## src/rtl/unidad_mult_div_if.sv

```systemverilog
// -----------------------------------------------------------------------------
// unidad_mult_div_if
// Request / write-back bundle of the iterative multiply/divide unit.
//   master : requester side (drives start, op, sgn, dataA, dataB, wa_in;
//            observes busy, done and the register-bank write port)
//   slave  : the unidad_mult_div itself
// Signals:
//   start    request, accepted only while the unit is idle
//   op       00 mul low, 01 mul high, 10 div quotient, 11 div remainder
//   sgn      signed operation (only meaningful with MULDIV_SIGNED_EN)
//   dataA    multiplicand / dividend
//   dataB    multiplier / divisor
//   wa_in    destination register
//   busy     unit occupied
//   done     one-cycle completion pulse
//   wr_en    bank write enable (we)
//   wr_addr  bank write address (wa)
//   wr_data  bank write data (data_in)
// -----------------------------------------------------------------------------
interface unidad_mult_div_if #(
    parameter int WIDTH = 32,
    parameter int AW    = 5
) ();
    logic             start;
    logic [1:0]       op;
    logic             sgn;
    logic [WIDTH-1:0] dataA;
    logic [WIDTH-1:0] dataB;
    logic [AW-1:0]    wa_in;
    logic             busy;
    logic             done;
    logic             wr_en;
    logic [AW-1:0]    wr_addr;
    logic [WIDTH-1:0] wr_data;

    modport master (
        output start, op, sgn, dataA, dataB, wa_in,
        input  busy, done, wr_en, wr_addr, wr_data
    );

    modport slave (
        input  start, op, sgn, dataA, dataB, wa_in,
        output busy, done, wr_en, wr_addr, wr_data
    );
endinterface

```

## src/rtl/unidad_mult_div.sv

```systemverilog
// -----------------------------------------------------------------------------
// unidad_mult_div
// Iterative multiply/divide unit of the execute stage. Operands read from the
// register bank are latched on an accepted start, WIDTH iterations of a
// shift-add (multiply) or restoring shift-subtract (divide) loop follow, and
// the selected result is written back through the bank write port.
//
// Ports:
//   clk    rising-edge clock
//   rst_n  asynchronous active-low reset
//   bus    unidad_mult_div_if.slave (start/op/sgn/dataA/dataB/wa_in in,
//          busy/done/wr_en/wr_addr/wr_data out, all outputs registered)
//
// Optional feature macro:
//   MULDIV_SIGNED_EN  when defined, sgn=1 runs the loop on operand magnitudes
//                     and applies the sign at write-back. When undefined, sgn
//                     is ignored and everything is unsigned.
//
// Timing: accept edge E0, iterations on E1..E32, done/wr_en high between E32
// and E33, idle again after E33.
// -----------------------------------------------------------------------------
module unidad_mult_div #(
    parameter int WIDTH = 32,
    parameter int AW    = 5
) (
    input  logic             clk,
    input  logic             rst_n,
    unidad_mult_div_if.slave bus
);

    typedef enum logic [1:0] {
        S_IDLE = 2'b00,
        S_CALC = 2'b01,
        S_WB   = 2'b10
    } state_t;

    localparam int         DW        = 2 * WIDTH;
    localparam logic [5:0] LAST_ITER = 6'(WIDTH - 1);

    // FSM
    state_t           state_r;
    state_t           state_nxt_s;
    logic             load_s;
    logic             iter_s;
    logic             finish_s;

    // Datapath state
    logic [5:0]       cnt_r;
    logic [DW-1:0]    acc_r;      // mul: {partial product, multiplier}; div: {remainder, quotient}
    logic [WIDTH-1:0] opnd_r;     // mul: multiplicand; div: divisor
    logic [1:0]       op_r;
    logic [AW-1:0]    wa_r;
    logic             div0_r;

    // Datapath combinational
    logic [WIDTH-1:0] opa_s;
    logic [WIDTH-1:0] opb_s;
    logic [WIDTH:0]   mul_sum_s;
    logic [DW-1:0]    mul_step_s;
    logic [WIDTH:0]   div_part_s;
    logic             div_ge_s;
    logic [WIDTH-1:0] div_diff_s;
    logic [DW-1:0]    div_step_s;
    logic [DW-1:0]    acc_nxt_s;
    logic [DW-1:0]    prod_s;
    logic [WIDTH-1:0] quot_s;
    logic [WIDTH-1:0] rem_s;
    logic [WIDTH-1:0] result_s;

    // Output registers
    logic             busy_r;
    logic             done_r;
    logic             wr_en_r;
    logic [AW-1:0]    wr_addr_r;
    logic [WIDTH-1:0] wr_data_r;

`ifdef MULDIV_SIGNED_EN
    logic             sign_a_s;
    logic             sign_b_s;
    logic             neg_res_r;  // product / quotient negated at write-back
    logic             neg_rem_r;  // remainder follows the dividend sign

    // Two's complement magnitude of a value flagged negative.
    function automatic logic [WIDTH-1:0] magnitude(input logic [WIDTH-1:0] x,
                                                   input logic             neg);
        magnitude = neg ? (-x) : x;
    endfunction

    // Operand magnitudes presented to the loop at accept.
    always_comb begin
        sign_a_s = bus.sgn & bus.dataA[WIDTH-1];
        sign_b_s = bus.sgn & bus.dataB[WIDTH-1];
        opa_s    = magnitude(bus.dataA, sign_a_s);
        opb_s    = magnitude(bus.dataB, sign_b_s);
    end
`else
    logic sgn_unused_s;
    assign sgn_unused_s = bus.sgn;

    // Unsigned build: operands enter the loop unchanged.
    always_comb begin
        opa_s = bus.dataA;
        opb_s = bus.dataB;
    end
`endif

    // FSM state register.
    always_ff @(posedge clk or negedge rst_n) begin
        if (!rst_n) begin
            state_r <= S_IDLE;
        end else begin
            state_r <= state_nxt_s;
        end
    end

    // FSM next state and datapath control strobes.
    always_comb begin
        state_nxt_s = state_r;
        load_s      = 1'b0;
        iter_s      = 1'b0;
        finish_s    = 1'b0;
        case (state_r)
            S_IDLE: begin
                if (bus.start) begin
                    state_nxt_s = S_CALC;
                    load_s      = 1'b1;
                end else begin
                    state_nxt_s = S_IDLE;
                end
            end
            S_CALC: begin
                iter_s = 1'b1;
                if (cnt_r == LAST_ITER) begin
                    // The final iteration also loads the write-back registers,
                    // so the result is visible during the WB cycle.
                    state_nxt_s = S_WB;
                    finish_s    = 1'b1;
                end else begin
                    state_nxt_s = S_CALC;
                end
            end
            S_WB: begin
                state_nxt_s = S_IDLE;
            end
            default: begin
                state_nxt_s = S_IDLE;
            end
        endcase
    end

    // One multiply or divide iteration computed from the current accumulator.
    always_comb begin
        // Shift-add: conditionally add multiplicand to upper half, then shift right.
        mul_sum_s  = {1'b0, acc_r[DW-1:WIDTH]} + ({1'b0, opnd_r} & {(WIDTH+1){acc_r[0]}});
        mul_step_s = {mul_sum_s, acc_r[WIDTH-1:1]};

        // Restoring divide: shift left, trial-subtract divisor from the remainder.
        // When the trial succeeds the true difference fits in WIDTH bits, so
        // the low WIDTH bits of the subtraction are exact.
        div_part_s = acc_r[DW-1:WIDTH-1];
        div_ge_s   = (div_part_s >= {1'b0, opnd_r});
        div_diff_s = div_part_s[WIDTH-1:0] - opnd_r;
        if (div_ge_s) begin
            div_step_s = {div_diff_s, acc_r[WIDTH-2:0], 1'b1};
        end else begin
            div_step_s = {div_part_s[WIDTH-1:0], acc_r[WIDTH-2:0], 1'b0};
        end

        if (op_r[1]) begin
            acc_nxt_s = div_step_s;
        end else begin
            acc_nxt_s = mul_step_s;
        end
    end

    // Result selection from the accumulator after the last iteration.
    always_comb begin
`ifdef MULDIV_SIGNED_EN
        prod_s = neg_res_r ? (-acc_nxt_s) : acc_nxt_s;
        quot_s = neg_res_r ? (-acc_nxt_s[WIDTH-1:0]) : acc_nxt_s[WIDTH-1:0];
        rem_s  = neg_rem_r ? (-acc_nxt_s[DW-1:WIDTH]) : acc_nxt_s[DW-1:WIDTH];
`else
        prod_s = acc_nxt_s;
        quot_s = acc_nxt_s[WIDTH-1:0];
        rem_s  = acc_nxt_s[DW-1:WIDTH];
`endif
        // Divide by zero: all-ones quotient regardless of signs. The remainder
        // already equals the dividend (magnitude re-signed by dividend sign).
        if (div0_r) begin
            quot_s = {WIDTH{1'b1}};
        end else begin
            quot_s = quot_s;
        end

        case (op_r)
            2'b00:   result_s = prod_s[WIDTH-1:0];
            2'b01:   result_s = prod_s[DW-1:WIDTH];
            2'b10:   result_s = quot_s;
            2'b11:   result_s = rem_s;
            default: result_s = prod_s[WIDTH-1:0];
        endcase
    end

    // Operand latch on accept and one iteration per cycle in CALC.
    always_ff @(posedge clk or negedge rst_n) begin
        if (!rst_n) begin
            cnt_r  <= 6'd0;
            acc_r  <= {DW{1'b0}};
            opnd_r <= {WIDTH{1'b0}};
            op_r   <= 2'b00;
            wa_r   <= {AW{1'b0}};
            div0_r <= 1'b0;
        end else if (load_s) begin
            cnt_r  <= 6'd0;
            op_r   <= bus.op;
            wa_r   <= bus.wa_in;
            div0_r <= bus.op[1] & (bus.dataB == {WIDTH{1'b0}});
            if (bus.op[1]) begin
                acc_r  <= {{WIDTH{1'b0}}, opa_s};
                opnd_r <= opb_s;
            end else begin
                acc_r  <= {{WIDTH{1'b0}}, opb_s};
                opnd_r <= opa_s;
            end
        end else if (iter_s) begin
            acc_r <= acc_nxt_s;
            cnt_r <= cnt_r + 6'd1;
        end
    end

`ifdef MULDIV_SIGNED_EN
    // Sign flags captured at accept, applied at write-back.
    always_ff @(posedge clk or negedge rst_n) begin
        if (!rst_n) begin
            neg_res_r <= 1'b0;
            neg_rem_r <= 1'b0;
        end else if (load_s) begin
            neg_res_r <= sign_a_s ^ sign_b_s;
            neg_rem_r <= sign_a_s;
        end
    end
`endif

    // Registered outputs: busy tracks the next state, write port loads on finish.
    always_ff @(posedge clk or negedge rst_n) begin
        if (!rst_n) begin
            busy_r    <= 1'b0;
            done_r    <= 1'b0;
            wr_en_r   <= 1'b0;
            wr_addr_r <= {AW{1'b0}};
            wr_data_r <= {WIDTH{1'b0}};
        end else begin
            busy_r  <= (state_nxt_s != S_IDLE);
            done_r  <= finish_s;
            // Register 0 is hard-wired in the bank: never write it.
            wr_en_r <= finish_s & (wa_r != {AW{1'b0}});
            if (finish_s) begin
                wr_addr_r <= wa_r;
                wr_data_r <= result_s;
            end
        end
    end

    assign bus.busy    = busy_r;
    assign bus.done    = done_r;
    assign bus.wr_en   = wr_en_r;
    assign bus.wr_addr = wr_addr_r;
    assign bus.wr_data = wr_data_r;

endmodule

```

## src/flat_wrapper.sv

```systemverilog
// flat-port wrapper written by rule: the top's interface ports become plain ports
module unidad_mult_div_flat 
#(
    parameter int WIDTH = 32,
    parameter int AW    = 5
)
  (clk, rst_n, bus_start, bus_op, bus_sgn, bus_dataA, bus_dataB, bus_wa_in, bus_busy, bus_done, bus_wr_en, bus_wr_addr, bus_wr_data);
  unidad_mult_div_if #(.WIDTH(WIDTH), .AW(AW)) bus_i ();
  input  logic clk;
  input  logic rst_n;
  input wire logic [$bits(bus_i.start)-1:0] bus_start;
  input wire logic [$bits(bus_i.op)-1:0] bus_op;
  input wire logic [$bits(bus_i.sgn)-1:0] bus_sgn;
  input wire logic [$bits(bus_i.dataA)-1:0] bus_dataA;
  input wire logic [$bits(bus_i.dataB)-1:0] bus_dataB;
  input wire logic [$bits(bus_i.wa_in)-1:0] bus_wa_in;
  output wire logic [$bits(bus_i.busy)-1:0] bus_busy;
  output wire logic [$bits(bus_i.done)-1:0] bus_done;
  output wire logic [$bits(bus_i.wr_en)-1:0] bus_wr_en;
  output wire logic [$bits(bus_i.wr_addr)-1:0] bus_wr_addr;
  output wire logic [$bits(bus_i.wr_data)-1:0] bus_wr_data;
  assign bus_i.start = bus_start;
  assign bus_i.op = bus_op;
  assign bus_i.sgn = bus_sgn;
  assign bus_i.dataA = bus_dataA;
  assign bus_i.dataB = bus_dataB;
  assign bus_i.wa_in = bus_wa_in;
  assign bus_busy = bus_i.busy;
  assign bus_done = bus_i.done;
  assign bus_wr_en = bus_i.wr_en;
  assign bus_wr_addr = bus_i.wr_addr;
  assign bus_wr_data = bus_i.wr_data;
  unidad_mult_div #(.WIDTH(WIDTH), .AW(AW)) u_core (.clk(clk), .rst_n(rst_n), .bus(bus_i));
endmodule
```

## config.mk

```make
export PLATFORM = sky130hd
export DESIGN_NAME = unidad_mult_div_flat
export DESIGN_NICKNAME = d
export VERILOG_FILES = /design/src/rtl/unidad_mult_div_if.sv /design/src/rtl/unidad_mult_div.sv /design/src/flat_wrapper.sv
export SDC_FILE = /design/constraint.sdc
export NUM_CORES = 1
export LEC_CHECK = 0
export CAP_MARGIN = 0
export CORE_UTILIZATION = 30
export DETAILED_ROUTE_END_ITERATION = 8
export HOLD_SLACK_MARGIN = 0.15
export PLACE_DENSITY_LB_ADDON = 0.08
export SLEW_MARGIN = 20
export SYNTH_ARGS = -nofsm -noshare
export SYNTH_HDL_FRONTEND = slang
export SYNTH_SLANG_ARGS = --single-unit
export TNS_END_PERCENT = 30
```

## constraint.sdc

```tcl
create_clock -name clk -period 3.9 [get_ports clk]
set_clock_uncertainty 0.2 [all_clocks]
set_input_delay 1.17 -clock clk [delete_from_list [all_inputs] [get_ports clk]]
set_output_delay 1.17 -clock clk [all_outputs]
set_load 0.01 [all_outputs]
```

==> results of run 1 <==
## routing by layer
metal | vias up | share of wire [%]
met5 | - | 0
met4 | 0 | 0.88
met3 | 29 | 3.8
met1 | 5606 | 51
met2 | 253 | 44
li1 | 5588 | -
## layout make-up
| class | instances | area (um^2) | share of cell area, % |
|---|---|---|---|
| Clock buffer | 19 | 443 | 2.98 |
| Sequential cell | 151 | 3780 | 25.5 |
| Tap cell | 518 | 648 | 4.37 |
| Timing Repair Buffer | 220 | 2030 | 13.7 |
| Antenna cell | 1 | 2.50 | 0.0169 |
| Clock inverter | 13 | 169 | 1.14 |
| Inverter | 63 | 236 | 1.59 |
| Multi-Input combinational cell | 1145 | 7520 | 50.7 |
## logic make-up (layout without fill, tap and decap cells)
group | Yosys count | count (layout) | synth area share [%]
AOI/OAI and AO/OA | 497 | 497 | 27.1
xor gates and xnor gates | 53 | 53 | 3.90
adders and majority gates | 67 | 67 | 7.16
buffers and inverters | 159 | 315 | 5.29
DFF | 151 | 151 | 31.7
muxes | 96 | 96 | 8.22
other | 0 | 1 | 0
and+or+nand+nor | 432 | 432 | 16.6
## final timing paths
check	start	endpoint	slack, ns	depth (start not counted)
worst max register to register	u_core.acc_r[0]	u_core.acc_r[61]	0.16	13
min in group asynchronous	rst_n	u_core.opnd_r[7]	0.52	1
worst min register to register	u_core.bus.wr_addr[4]	u_core.bus.wr_addr[4]	0.28	2
max in group asynchronous	rst_n	u_core.bus.wr_data[21]	2.21	2
worst max-delay path	u_core.acc_r[0]	u_core.acc_r[61]	0.16	13
worst min-delay path	u_core.bus.wr_addr[4]	u_core.bus.wr_addr[4]	0.28	2
## what timing repair did
item	in CTS	in global routing
setup buffers	0	0
hold buffers	0	0
resized for setup	0	4
endpoints found under the setup margin	0	9
## power breakdown
| group | switching [mW] | total (mW) | internal [mW] |
|---|---|---|---|
| clock | 0.740 | 1.77 | 1.03 |
| sequential | 0.989 | 3.32 | 2.33 |
| combinational | 6.61 | 11.7 | 5.12 |
## tightest hold or removal path, cell delays in order (launching register included)
cell,delay (ns)
dfrtp_1,0.35
nand2_1,0.05
nand2_1,0.06
## state kept, by name (all words and copies together), names as in the netlist
signal              flops
u_core.acc_r           64
u_core.bus.busy         1
u_core.bus.done         1
u_core.bus.wr_addr      5
u_core.bus.wr_data     32
u_core.bus.wr_en        1
u_core.cnt_r            6
u_core.div0_r           1
u_core.op_r             2
u_core.opnd_r          32
u_core.state_r          1
u_core.wa_r             5
## cells in the final DEF, fill, tap and decap left out, drive strengths merged, types with 17 or more instances in the layout
master,instances
nor2,90
clkbuf,19
ha,65
xnor2,31
dfrtp,151
nand4,20
o21ai,145
a21o,26
o22ai,30
mux2i,90
nor3,31
nand2,188
a21oi,115
a22oi,17
xor2,22
inv,67
clkdlybuf4s50,111
and2,35
buf,109
==> metrics.md, run 1 <==
| Metric | Value |
|---|---|
| Clk root buf | `clkbuf_16` |
| IO buf count | `approximately 110` |
| P per Cell Area | `~1100 mW/mm^2` |
| Post-route minimum period | `3.74 ns` |
| Final worst slack | `roughly 0.16 ns` |
| WP data arrival | `3.88 ns` |
| Die area | `0.0405 mm^2` |
| Clk Latency, worst-skew pair | `~0.44 ns` |
| Worst path required time | `4.04 ns` |
| Placed cell count | `~2.1k` |
| Die Span Y | `between 200 and 250 um` |
| Slowest stage cell, crit path | `dfrtp_2` |
| Syn_nets | `1597` |
| Final Cycle Share | `a little over nine tenths` |
| Largest net degree at the start of global routing | `between 60 and 70` |
| Vias/cell | `~5.4` |
| Drt first pass iters | `5` |
| Post-DP HPWL | `~35000 um` |
| Yosys warns | `0` |
| Total Power | `about 17 mW` |
| Seq cells post-synth | `151` |
| Crit Path Max Fanout | `20` |
| Final nets | `approximately 1.7k` |
| Fmax | `267 MHz` |
| Post-synth EDFFs | `0` |
| Mapped Cells | `approximately 1.5k` |
| Post-synth top area cell | `dfrtp_1` |
| Commonest cells in the netlist | `nand2_1, dfrtp_1, o21ai_0` |
| Worst path top cell family by delay | `compound AO/OA/AOI/OAI gates` |
| GRT busiest layer | `met2` |
| Seq/Total Area, Yosys | `31.7%` |
| Post-Route WL | `approximately 46000 um` |
| Core ar. | `~0.04 mm^2` |
| Row count | `72` |
| RePlAce Congestion | `approximately 0.90` |
| Worst-margin pin slew | `0.985 ns` |
| Inserted Clock Buffers | `17` |
| WHS | `approximately 0.28 ns` |
| Starting Density | `between 30% and 40%` |
| Die width | `201 um` |
| Static Leak | `about 6.6 nW` |
| Share of layout cells above drive strength 1 | `approximately 11%` |
| Fraction of registers with async set/reset | `100%` |
| Worst Setup Path Type | `flip-flop to flip-flop` |
| Syn_area_per_cell | `between 8 and 9 um^2` |
| Critical path startpoint category | `flip-flop` |
| Reg clk slew, reported paths | `around 0.070 ns` |
| VDD IR max | `between 200 and 300 uV` |
| Worst-path cell chain | `buf_4 > buf_4 > and2_1 > ha_1 > a211oi_1 > nor2_1 > o2111ai_1 > a211oi_1 > a211o_1 > o31a_1 > xnor2_1 > mux2i_1 > a22o_1` |
| CTS Sinks | `between 150 and 200` |
| Max clock buf depth | `2` |
| Area Overhead vs Synth | `24.6%` |
| Hold Path Class | `flip-flop to flip-flop` |
| Global-route wire length before repair | `69900 um` |
| Cell Count, Final, Fillers Out | `2130` |
| Synth unique cells | `76` |
| DRC Markers | `0` |
| Buf/Inv on CP | `2` |
| CTS tree | `yes` |
| # setup viols final | `0` |
| Cell area after layout | `0.0148 mm^2` |
| Status | `finished, final reports clean` |
| Unrepaired setup endpoints after global routing | `false` |
| Vias in the first global route | `11.3k` |
| Met3 usage | `under 10%` |
| H-tree levels | `4` |
| Worst setup EP type | `flip-flop` |
| Max-slew violations | `0` |
| Routing usage on met1 | `34.1%` |
| Dominant cells by area after synthesis | `dfrtp_1, mux2i_1, ha_1` |
| Hold Violations, Final | `0` |
| Max transition margin | `between 30% and 40%` |
| Syn Std Cell Area | `0.0119 mm^2` |
| Layout Utilization | `38.1%` |
| Final ANT Viol Nets | `0` |
| Setup Total Neg Slack | `0 ns` |
| Pre-CTS setup slack | `approximately 0.085 ns` |
| Worst path max stage delay | `between 0.4 and 0.5 ns` |
| Remaining global-route overflow | `0` |
| Met2 usage | `between 30% and 40%` |
| # IOs | `115` |
| Filler cells | `around 4.1k` |
| Initial antenna violation count | `0` |
| DR iter-0 viols | `roughly 800` |
| Wire per inst | `21.4 um` |
| Max_cap viols | `0` |
| Post-DP Area | `0.0142 mm^2` |
| Via count | `around 11k` |
| Top_reg_cell synth | `dfrtp_1` |
| Share of the synthesized area in the top cell type | `31.7%` |
| Most numerous cell in the Yosys netlist | `nand2_1` |
| GR Util All Layers | `22.6%` |
Note: power is estimated with default switching activity, not from simulation.
==> run 2, diff against run 1 <==
--- a/config.mk
+++ b/config.mk
@@ -7,6 +7,7 @@
 export LEC_CHECK = 0
 export CAP_MARGIN = 0
 export CORE_UTILIZATION = 30
+export CTS_BUF_LIST = sky130_fd_sc_hd__clkbuf_4
 export DETAILED_ROUTE_END_ITERATION = 8
 export HOLD_SLACK_MARGIN = 0.15
 export PLACE_DENSITY_LB_ADDON = 0.08
==> run 2 against run 1 <==
Compared with the run above: clock-buffer cell count shrank 1; critical endpoint is now u_core.bus.wr_data[29]; cell area fell by 2.0%; core utilization fell by 0.77 points; non-clock buffer count unchanged.
==> metrics.md, run 2 (same netlist as run 1, synthesis figures left out) <==
| Metric | Value |
|---|---|
| Worst path max stage delay | `0.52 ns` |
| Worst-path cell chain | `buf_4 > buf_4 > and2_1 > ha_1 > a211oi_1 > nor2_1 > o2111ai_1 > a211oi_1 > a211o_1 > o31a_1 > xnor2_1 > o221a_2 > a21oi_1` |
| Worst setup EP type | `flip-flop` |
| GR Util All Layers | `between 20% and 30%` |
| Reg with most FFs | `u_core.acc_r` |
| CTS tree | `yes` |
| Worst path top cell family by delay | `compound AO/OA/AOI/OAI gates` |
| Area Overhead vs Synth | `22.1%` |
| CTS Sinks | `151` |
| # IOs | `115` |
| WP data arrival | `4.01 ns` |
| Crit Path Max Fanout | `20` |
| Final Cycle Share | `between 90% and 100%` |
| Worst-margin pin slew | `between 0.9 and 1 ns` |
| Die width | `~200 um` |
| Static Leak | `about 6.4 nW` |
| RePlAce Congestion | `0.904` |
| Hold Path Class | `flip-flop to flip-flop` |
| Share of layout cells above drive strength 1 | `around 11%` |
| Remaining global-route overflow | `0` |
| Filler cells | `4170` |
| IO buf count | `between 100 and 150` |
| Clk root buf | `clkbuf_4` |
| Largest net degree at the start of global routing | `67` |
| Hold_buf cts | `0` |
| Die Span Y | `a little over 200 um` |
| Post-Route WL | `about 46000 um` |
| Post-route minimum period | `approximately 3.8 ns` |
| Core ar. | `slightly below 0.04 mm^2` |
| Final nets | `around 1.7k` |
| Fmax | `around 270 MHz` |
| Via count | `11.4k` |
| Post-DP Area | `0.0142 mm^2` |
| Final ANT Viol Nets | `0` |
| DR iter-0 viols | `780` |
| Worst Setup Path Type | `flip-flop to flip-flop` |
| Register area | `between 0.003 and 0.004 mm^2` |
| Reg clk slew, reported paths | `around 0.14 ns` |
| P per Cell Area | `~1100 mW/mm^2` |
| DRC Markers | `0` |
| Drt first pass iters | `5` |
| Row count | `between 70 and 80` |
| Hold Violations, Final | `0` |
| Max_cap viols | `0` |
| Post-DP HPWL | `35300 um` |
| Die area | `roughly 0.041 mm^2` |
| Max clock buf depth | `2` |
| Most frequent cells in the layout | `nand2_1, dfrtp_1, o21ai_0` |
| Vias/cell | `roughly 5.4` |
| Global-route wire length before repair | `approximately 70000 um` |
| Inserted Clock Buffers | `17` |
| WHS | `around 0.30 ns` |
| Initial antenna violation count | `1` |
| Commonest non-fill, non-tap cell in the layout | `nand2_1` |
| Setup Total Neg Slack | `0 ns` |
| Post-CTS Setup Repair Bufs | `0` |
| Area of the multi-input gates | `between 0.007 and 0.008 mm^2` |
| Critical path startpoint category | `flip-flop` |
| Worst path required time | `around 4.2 ns` |
| H-tree levels | `4` |
| Starting Density | `30.6%` |
| Clk Latency, worst-skew pair | `roughly 0.60 ns` |
| Buf/Inv on CP | `2` |
| Slowest stage cell, crit path | `dfrtp_2` |
| Cell area after layout | `0.0145 mm^2` |
| Pre-CTS setup slack | `roughly 0.085 ns` |
| Wire per inst | `about 21 um` |
| Max FFs per register | `64` |
| Max-slew violations | `0` |
| Final worst slack | `~0.15 ns` |
| Vias in the first global route | `between 10k and 15k` |
| Status | `finished, final reports clean` |
| Max transition margin | `a little over a third` |
| # setup viols final | `0` |
| Unrepaired setup endpoints after global routing | `false` |
| VDD IR max | `about 330 uV` |
[run 2: cell types whose count changed in the layout (fill, tap and decap cells not counted)]
cell       delta
clkbuf_1      -1
clkbuf_4     +18
a221oi_1      -1
clkbuf_8      -1
a221oi_2      +1
clkbuf_16    -17
clkinv_1      +1
[run 2: layer usage]
layer	track usage, %	vias up	wire [um]	part of all wire, %
li1	-	5594	-	-
met2	34.8	238	20200	44
met5	0	-	0	0
met4	3.68	0	356	0.78
met1	33.9	5553	23300	51
met3	2.36	17	1620	3.6
[run 2: worst register-to-register path, delay by kind of cell, from the launching register on]
family / cells / cell delay (ns)
flops: 1 / 0.52
simple gates: 2 / 0.29
fa+ha+maj: 1 / 0.34
xor+xnor: 1 / 0.30
buf+inv: 2 / 0.40
compound gates: 7 / 1.57
[run 2: worst paths after layout]
| kind | start | to | slack, ns | depth (start not counted) |
|---|---|---|---|---|
| worst max register to register | u_core.acc_r[0] | u_core.bus.wr_data[29] | 0.15 | 13 |
| worst min-delay path | u_core.bus.wr_addr[4] | u_core.bus.wr_addr[4] | 0.30 | 2 |
| min in group asynchronous | rst_n | u_core.cnt_r[0] | 0.36 | 1 |
| worst max-delay path | u_core.acc_r[0] | u_core.bus.wr_data[29] | 0.15 | 13 |
| worst min register to register | u_core.bus.wr_addr[4] | u_core.bus.wr_addr[4] | 0.30 | 2 |
| max in group asynchronous | rst_n | u_core.bus.wr_data[29] | 2.38 | 2 |
[run 2: where the power goes]
group	switching (mW)	internal (mW)	leakage [nW]
logic	6.60	5.13	4.44
registers	0.991	2.32	1.84
clock network	0.650	0.458	0.165
total	8.24	7.91	6.45
[run 2: timing repair]
action,in CTS,in global routing
hold endpoints to repair,0,0
resized for setup,0,5
setup endpoints to repair,0,8
[run 2: layout make-up]
type                       count  share of cell area (%)
antenna                        1                  0.0172
clock inverter                14                    1.19
tap                          518                    4.46
inverter                      63                    1.63
sequential                   151                    26.0
multi-input combinational   1145                    51.8
clock buffer                  18                   0.929
timing repair buffer         220                    14.0
[run 2: metrics by stage]
step / instances / power (mW) / utilization (%)
finish: 2130 / 16.1 / 37.4
CTS: 2129 / 16.1 / 37.3
detailed placement: 2097 / 14.9 / 36.5
global route: 2130 / 17.5 / 37.4
global placement: 2097 / 14.9 / 36.5
floorplan: 1455 / 10.6 / -
